### config.mk
export PLATFORM = sky130hd
export DESIGN_NAME = wt_dcache_ld_ctrl
export DESIGN_NICKNAME = d
export VERILOG_FILES = /design/src/rtl/wt_cache_pkg.sv /design/src/rtl/wt_dcache_ld_ctrl.sv
export SDC_FILE = /design/constraint.sdc
export NUM_CORES = 1
export LEC_CHECK = 0
export CORE_AREA = 2 2 152 154
export CTS_BUF_LIST = sky130_fd_sc_hd__clkbuf_8
export DETAILED_ROUTE_END_ITERATION = 12
export DIE_AREA = 0 0 154 156
export SLEW_MARGIN = 10
export SYNTH_ARGS = -nofsm -noshare
export SYNTH_HDL_FRONTEND = slang
export SYNTH_SLANG_ARGS = --single-unit
### constraint.sdc
create_clock -name clk_i -period 3.5 [get_ports clk_i]
set_input_delay 1.05 -clock clk_i [delete_from_list [all_inputs] [get_ports clk_i]]
set_output_delay 1.05 -clock clk_i [all_outputs]
set_load 0.05 [all_outputs]
### src/rtl/wt_cache_pkg.sv
// Shared write-through dcache types and geometry.
// Holds the cache slicing widths, the load-controller state type and the
// registered load-request payload used by wt_dcache_ld_ctrl.
package wt_cache_pkg;

  localparam int unsigned DCACHE_TAG_WIDTH    = 44;
  localparam int unsigned DCACHE_INDEX_WIDTH  = 12;
  localparam int unsigned DCACHE_OFFSET_WIDTH = 4;
  localparam int unsigned DCACHE_CL_IDX_WIDTH = DCACHE_INDEX_WIDTH - DCACHE_OFFSET_WIDTH;
  localparam int unsigned DCACHE_SET_ASSOC    = 8;
  localparam int unsigned DCACHE_PADDR_WIDTH  = DCACHE_TAG_WIDTH + DCACHE_INDEX_WIDTH;

  typedef enum logic [2:0] {
    LD_IDLE,
    LD_READ,
    LD_TAGCMP,
    LD_MISS_REQ,
    LD_MISS_WAIT,
    LD_KILL_WAIT,
    LD_REPLAY
  } ld_ctrl_state_e;

  // Load captured on accept; stays stable for the whole transaction.
  typedef struct packed {
    logic [DCACHE_PADDR_WIDTH-1:0] paddr;
    logic [1:0]                    size;
    logic                          nc;
  } ld_req_t;

endpackage

### src/rtl/wt_dcache_ld_ctrl.sv
// Load-port controller for the write-through L1 data cache.
// Accepts one LSU load at a time, drives a dcache read port (index/offset,
// then tag one cycle after grant), evaluates hit/miss and raises a miss
// request on a miss or noncacheable access. Cacheable refills are replayed
// through the read port.
// Ports:
//   clk_i, rst_i              clock, synchronous active-high reset
//   req_*                     LSU load request (valid/ready, paddr, size, nc)
//   kill_i                    abort current load, no response
//   rsp_valid_o, rsp_data_o   one-cycle load response
//   rd_*                      dcache read port
//   miss_*                    miss unit request / return
module wt_dcache_ld_ctrl
  import wt_cache_pkg::*;
#(
  parameter logic [2:0] MissSize = 3'b011
) (
  input  logic                           clk_i,
  input  logic                           rst_i,
  input  logic                           req_valid_i,
  output logic                           req_ready_o,
  input  logic [DCACHE_PADDR_WIDTH-1:0]  req_paddr_i,
  input  logic [1:0]                     req_size_i,
  input  logic                           req_nc_i,
  input  logic                           kill_i,
  output logic                           rsp_valid_o,
  output logic [63:0]                    rsp_data_o,
  output logic                           rd_req_o,
  input  logic                           rd_ack_i,
  output logic [DCACHE_CL_IDX_WIDTH-1:0] rd_idx_o,
  output logic [DCACHE_OFFSET_WIDTH-1:0] rd_off_o,
  output logic [DCACHE_TAG_WIDTH-1:0]    rd_tag_o,
  output logic                           rd_tag_only_o,
  output logic                           rd_prio_o,
  input  logic [DCACHE_SET_ASSOC-1:0]    rd_hit_oh_i,
  input  logic [63:0]                    rd_data_i,
  output logic                           miss_req_o,
  input  logic                           miss_ack_i,
  output logic [63:0]                    miss_paddr_o,
  output logic [2:0]                     miss_size_o,
  output logic                           miss_nc_o,
  input  logic                           miss_rtrn_vld_i,
  input  logic [63:0]                    miss_rtrn_data_i
);

  ld_ctrl_state_e state_q, state_d;
  ld_req_t        req_q;
  logic           accept;

  // State and captured request.
  always_ff @(posedge clk_i) begin
    if (rst_i) begin
      state_q <= LD_IDLE;
      req_q   <= '0;
    end else begin
      state_q <= state_d;
      if (accept) begin
        req_q <= '{paddr: req_paddr_i, size: req_size_i, nc: req_nc_i};
      end
    end
  end

  // Next state and port outputs.
  always_comb begin
    state_d       = state_q;
    accept        = 1'b0;
    req_ready_o   = 1'b0;
    rsp_valid_o   = 1'b0;
    rsp_data_o    = '0;
    rd_req_o      = 1'b0;
    rd_tag_only_o = 1'b0;
    rd_prio_o     = 1'b0;
    miss_req_o    = 1'b0;
    rd_idx_o      = req_q.paddr[DCACHE_INDEX_WIDTH-1:DCACHE_OFFSET_WIDTH];
    rd_off_o      = req_q.paddr[DCACHE_OFFSET_WIDTH-1:0];
    rd_tag_o      = req_q.paddr[DCACHE_PADDR_WIDTH-1:DCACHE_INDEX_WIDTH];
    miss_paddr_o  = 64'(req_q.paddr);
    miss_size_o   = req_q.nc ? {1'b0, req_q.size} : MissSize;
    miss_nc_o     = req_q.nc;

    case (state_q)
      LD_IDLE: begin
        req_ready_o = 1'b1;
        if (req_valid_i) begin
          accept  = 1'b1;
          state_d = req_nc_i ? LD_MISS_REQ : LD_READ;
        end
      end
      LD_READ: begin
        rd_req_o = 1'b1;
        if (kill_i) begin
          state_d = LD_IDLE;
        end else if (rd_ack_i) begin
          state_d = LD_TAGCMP;
        end
      end
      LD_TAGCMP: begin
        // Kill wins over a hit: the load is dropped silently.
        if (kill_i) begin
          state_d = LD_IDLE;
        end else if (|rd_hit_oh_i) begin
          rsp_valid_o = 1'b1;
          rsp_data_o  = rd_data_i;
          state_d     = LD_IDLE;
        end else begin
          state_d = LD_MISS_REQ;
        end
      end
      LD_MISS_REQ: begin
        miss_req_o = 1'b1;
        // Once acked the miss is outstanding and its return must be drained.
        if (miss_ack_i) begin
          state_d = kill_i ? LD_KILL_WAIT : LD_MISS_WAIT;
        end else if (kill_i) begin
          state_d = LD_IDLE;
        end
      end
      LD_MISS_WAIT: begin
        if (miss_rtrn_vld_i) begin
          if (kill_i) begin
            state_d = LD_IDLE;
          end else if (req_q.nc) begin
            rsp_valid_o = 1'b1;
            rsp_data_o  = miss_rtrn_data_i;
            state_d     = LD_IDLE;
          end else begin
            state_d = LD_REPLAY;
          end
        end else if (kill_i) begin
          state_d = LD_KILL_WAIT;
        end
      end
      LD_KILL_WAIT: begin
        if (miss_rtrn_vld_i) begin
          state_d = LD_IDLE;
        end
      end
      LD_REPLAY: begin
        state_d = kill_i ? LD_IDLE : LD_READ;
      end
      default: begin
        state_d = LD_IDLE;
      end
    endcase

    // Everything reads as zero while reset is held.
    if (rst_i) begin
      accept        = 1'b0;
      req_ready_o   = 1'b0;
      rsp_valid_o   = 1'b0;
      rsp_data_o    = '0;
      rd_req_o      = 1'b0;
      rd_idx_o      = '0;
      rd_off_o      = '0;
      rd_tag_o      = '0;
      miss_req_o    = 1'b0;
      miss_paddr_o  = '0;
      miss_size_o   = '0;
      miss_nc_o     = 1'b0;
    end
  end

endmodule
# Yosys cells after proc, flatten, opt, wreduce, memory -nomap -nowiden
# Index checks and enable logic that the tools add are counted.
[totals]
ff_bits = 62
inputBits = 202
[classes]
n_eq_ne = 11
muxes = 46
reduce_logical = 3
[ops]
columns = ["operator", "count"]
rows = [
  ["two-way mux 64 bit", 6],
  ["case mux 64 bit (2 select lines)", 1],
  ["two-way mux 56 bit", 1],
  ["two-way mux 44 bit", 1],
  ["two-way mux 3 bit", 10],
  ["case mux 3 bit (7 select lines)", 1],
  ["two-way mux 1 bit", 18],
  ["two-way mux 2 bit", 5],
  ["== test 3 bit (second input constant)", 3],
  ["!= test 3 bit (second input constant)", 3],
  ["two-way mux 8 bit", 1],
  ["OR reduction 8 bit", 1],
  ["== test 3 x 2 -> 1 bit (second input constant)", 2],
  ["AND reduction 5 bit", 1],
  ["two-way mux 4 bit", 1],
  ["!= test 2 bit (second input constant)", 2],
  ["== test 3 x 1 -> 1 bit (second input constant)", 1],
  ["logical NOT 3 bit", 1],
  ["case mux 1 bit (2 select lines)", 1],
]

# Depth between registers and ports, before layout
[logic_depth]
depth_word = 5
ltp_mapped = 7
mapped_depth_nobuf = 4

# Least setup slack after synthesis
# OpenSTA, ideal clock, no wires.
[synth_timing]
kind = "input -> output"
from = "input port kill_i"
to = "output port rsp_data_o[31]"
t_arrival_ns = 2.834
path_slack_ns = -0.384
cell_stages = 7
n_path_buf = 3
path_cell_list = "buf_2 -> or4b_4 -> a21oi_4 -> buf_8 -> buf_8 -> a22oi_2 -> nor2_1"
[synth_via]
elab_chain_len = 4
[synth_lines]
columns = ["element", "line_no", "source"]
rows = [
  ["start: declaration", "wt_dcache_ld_ctrl.sv:25", "input logic kill_i,"],
  ["two-way mux 64 bit", "wt_dcache_ld_ctrl.sv:120", "if (kill_i) begin"],
  ["two-way mux 64 bit", "wt_dcache_ld_ctrl.sv:119", "if (miss_rtrn_vld_i) begin"],
  ["case mux 64 bit (2 select lines) (*)", "wt_dcache_ld_ctrl.sv:81", "case (state_q)"],
  ["two-way mux 64 bit (*)", "wt_dcache_ld_ctrl.sv:147", "if (rst_i) begin"],
  ["end: declaration", "wt_dcache_ld_ctrl.sv:27", "output logic [63:0] rsp_data_o,"],
]
# Mark *: on every way between the ends. The rest lies on a longest branch, timed or not.

# Worst setup path in the final report
[layout_timing]
from = "input port kill_i"
to = "output port rsp_data_o[41]"
# Same word-level chain as after synthesis.

==> results.md <==
- Data required time of the worst path: roughly 2.5 ns
- Most numerous cell in the Yosys netlist: sky130_fd_sc_hd__buf_4
- Yosys cell types: 43
- Wire length after detailed routing: approximately 20 mm
- Filler cell count in the final layout: 2,054
- TritonCTS clock tree: done
- Register Area: roughly 0.0012 mm^2
- Count of pins over their slew limit: 0
- Total CTS buffers: 9
- Final-layout setup total negative slack: -4.77 ns
- Most common flop cell mapped by yosys: sky130_fd_sc_hd__dfxtp_1
- Power share of the clock group: 17.7%
- Minimum period implied by the final worst setup slack: 3.62 ns
- Most frequent cells after synthesis: sky130_fd_sc_hd__buf_4 (75), sky130_fd_sc_hd__dfxtp_1 (62), sky130_fd_sc_hd__nor2b_1 (57)
- Overall Power: around 0.0037 W
- Number of instances in the synthesized netlist: ~470
- Via Count: 4,634
- Non-Filler Cell Area, Final: about 0.010 mm^2
- Switching portion of total power: between 40% and 50%
- Biggest area contributors in the synthesized netlist: sky130_fd_sc_hd__dfxtp_1 (28%), sky130_fd_sc_hd__a22oi_2 (14%), sky130_fd_sc_hd__buf_4 (13%), sky130_fd_sc_hd__nor2b_1 (8.1%), sky130_fd_sc_hd__mux2_1 (8.0%)
- Arrival @ worst endpoint: 2.57 ns
- Number of top-level pins: 396
- Post-synthesis area per instance: roughly 9.4 um^2
- Cell area after placement: 0.00970 mm^2
- Count of nets after finishing: 1,025
- Root Buffer Master: sky130_fd_sc_hd__clkbuf_8
- Hold_ws: roughly 0.48 ns
- Clock Latency Late Sink: ~0.34 ns
- Final cycle utilization of the critical path: 103%
- Seq/Total Area, Yosys: approximately 28%
- Layout-stage area growth over the synthesis result: 134%
- Part of the total power dissipated in combinational logic: 58.5%
- Width of the die: about 150 um
- Switching component of the power: 0.00151 W
- Area enclosed by the die boundary: 0.0240 mm^2
- Setup skew after layout: roughly 0.011 ns
- Standard cell core area: ~0.022 mm^2
- Most area-hungry cell type in the Yosys netlist: sky130_fd_sc_hd__dfxtp_1
- Hold crit path type: flop to flop
- Clock slew at reported path FFs: approximately 0.06 ns
- Cell Int Power: around 0.0022 W
- Power per Cell Area: between 300 and 400 mW/mm^2
- Remaining antenna violation count: 0
- GRT Overall Usage: between 10% and 20%
- Share of Yosys cell area claimed by the top area cell type: between 20% and 30%
- Post-synthesis instance area: ~0.0044 mm^2
- Count of flip-flops with a built-in enable after synthesis: 0
- RSZ-0062 raised after global routing: yes
- First-pass iteration count of the detailed router: 4
- Buffers from clock root to sink, at most: 2
- Drt drc: 0
- Multi-input gate area in the final layout: between 0.002 and 0.003 mm^2
- Register share of total power: 23.8%
- Final estimated routing congestion in global placement: 0.767
- Cts hold-fix bufs: 0
- Antenna violations before repair: 3
- Number of placement rows: 55
- Outcome: finished with violations
- Synthesis warning total: 0
- Iter 0 DRT Violations: 130
- Post-route setup slack: -0.116 ns
- Final hold violation count: 0
- Worst relative slew slack: between 60% and 70%
- Vias per Instance: approximately 4.2
- Maximum number of pins on one net before global-route repair: 68
- Share of cells above drive strength 1: a little over half
- H-tree depth: 3
- Highest achievable clock rate: around 280 MHz
- CP max FO: 8
- Die height: 156 um
- Via count of the first global-routing pass: between 4,000 and 5,000
- HPWL after detailed placement: 15.5 mm
- Failing checks: negative setup slack
- Leftover overflow at the end of global routing: 0
- Sink count of the clock tree: 62
- Seq cells post-synth: 62
- # setup viols final: 65
- Initial cell density of the core: 19.6%
- VDD IR max: ~0.26 mV
- Worst Max-Slew Pin Slew: 0.503 ns
- Worst setup SP type: input pin
- Post-detailed-route wirelength per cell: around 18 um
- First-pass GRT wire length: 28.6 mm
- Total of max-cap violations: 0
- Async set-or-reset flop fraction in the synthesized netlist: 0%
- Cell leakage power: between 3 and 4 nW
- Category of the most critical setup path: input pin to output port
- Count of buffers from port buffering: 384
- Type of destination of the critical path: output port
==> timing repair <==
item / CTS / global route
endpoints found under the setup margin: 65 / 65
buffers inserted: 8 / 1
gates cloned: 8 / 0
pin swaps: 21 / 22
resized for setup: 52 / 3
==> sequential cells by signal, indices dropped and copies added, names as in the netlist <==
| name | cells |
|---|---|
| req_q | 59 |
| state_q | 3 |
==> path summary, 6_finish.rpt <==
kind,from,to,slack (ns),cells after the start
worst max-delay path,kill_i,rsp_data_o[41],-0.12,8
worst min-delay path,req_q[2],req_q[2],0.48,2
worst max register to register,state_q[2],req_q[10],1.42,5
worst min register to register,req_q[2],req_q[2],0.48,2
==> power by group through the flow <==
stage | Clock, W | Combinational, W | Sequential [W]
finish | 0.000650 | 0.00215 | 0.000877
detailed placement | 0 | 0.00206 | 0.000895
floorplan | 0 | 0.00132 | 0.000888
global placement | 0 | 0.00205 | 0.000892
CTS | 0.000684 | 0.00218 | 0.000879
global route | 0.000711 | 0.00225 | 0.000893
==> stage by stage <==
stage | util, % | cells | setup slack (ns)
6_report | 46.0 | 1114 | -0.116
5_1_grt | 46.0 | 1114 | -0.164
4_1_cts | 46.1 | 1114 | -0.140
3_5_place_dp | 43.4 | 1082 | -0.575
3_3_place_gp | 43.4 | 1082 | -0.532
2_1_floorplan | - | 478 | -0.156
==> cell families after synthesis <==
kind of cell | share of synthesized area, %
simple gates | 19.1
buf+inv | 18.0
compound gates | 19.7
flops | 28.3
mux | 14.6
xor+xnor | 0.200
other cells | 0.0854
==> layout make-up <==
type,count,share of cell area (%)
clock inverter,5,0.486
tap,285,3.46
clock buffer,11,1.47
antenna,1,0.0243
sequential,62,12.1
multi-input combinational,304,28.6
inverter,6,0.219
timing repair buffer,440,53.6
==> per-layer routing <==
layer  share of wire, %  vias to the layer above  GRT usage (%)
li1                   -                     2255              -
met1                 38                     2138           17.9
met2                 52                      227           28.4
met3                9.1                       10           4.92
met4               0.66                        4           3.74
met5               0.17                        -              0
==> placed cells by master (no fill, tap or decap), types with 5 or more instances in the layout <==
cell,n
sky130_fd_sc_hd__a21oi_1,5
sky130_fd_sc_hd__a22oi_2,64
sky130_fd_sc_hd__buf_12,124
sky130_fd_sc_hd__buf_16,7
sky130_fd_sc_hd__buf_4,101
sky130_fd_sc_hd__buf_6,6
sky130_fd_sc_hd__clkbuf_8,11
sky130_fd_sc_hd__clkdlybuf4s50_1,190
sky130_fd_sc_hd__conb_1,11
sky130_fd_sc_hd__dfxtp_1,62
sky130_fd_sc_hd__dlygate4sd2_1,5
sky130_fd_sc_hd__inv_1,7
sky130_fd_sc_hd__mux2_1,31
sky130_fd_sc_hd__mux2_2,26
sky130_fd_sc_hd__nor2_1,8
sky130_fd_sc_hd__nor2_2,5
sky130_fd_sc_hd__nor2_4,61
sky130_fd_sc_hd__nor2b_1,44
sky130_fd_sc_hd__nor2b_2,13
==> critical path, stage by stage <==
cell and delay [ns]:
sky130_fd_sc_hd__buf_8 0.10, sky130_fd_sc_hd__or4b_4 0.53, sky130_fd_sc_hd__a21oi_4 0.18, sky130_fd_sc_hd__buf_6 0.18, sky130_fd_sc_hd__buf_16 0.15, sky130_fd_sc_hd__a22oi_2 0.08, sky130_fd_sc_hd__nor2_4 0.14, sky130_fd_sc_hd__buf_12 0.14
(Power assumes the default switching activity.)
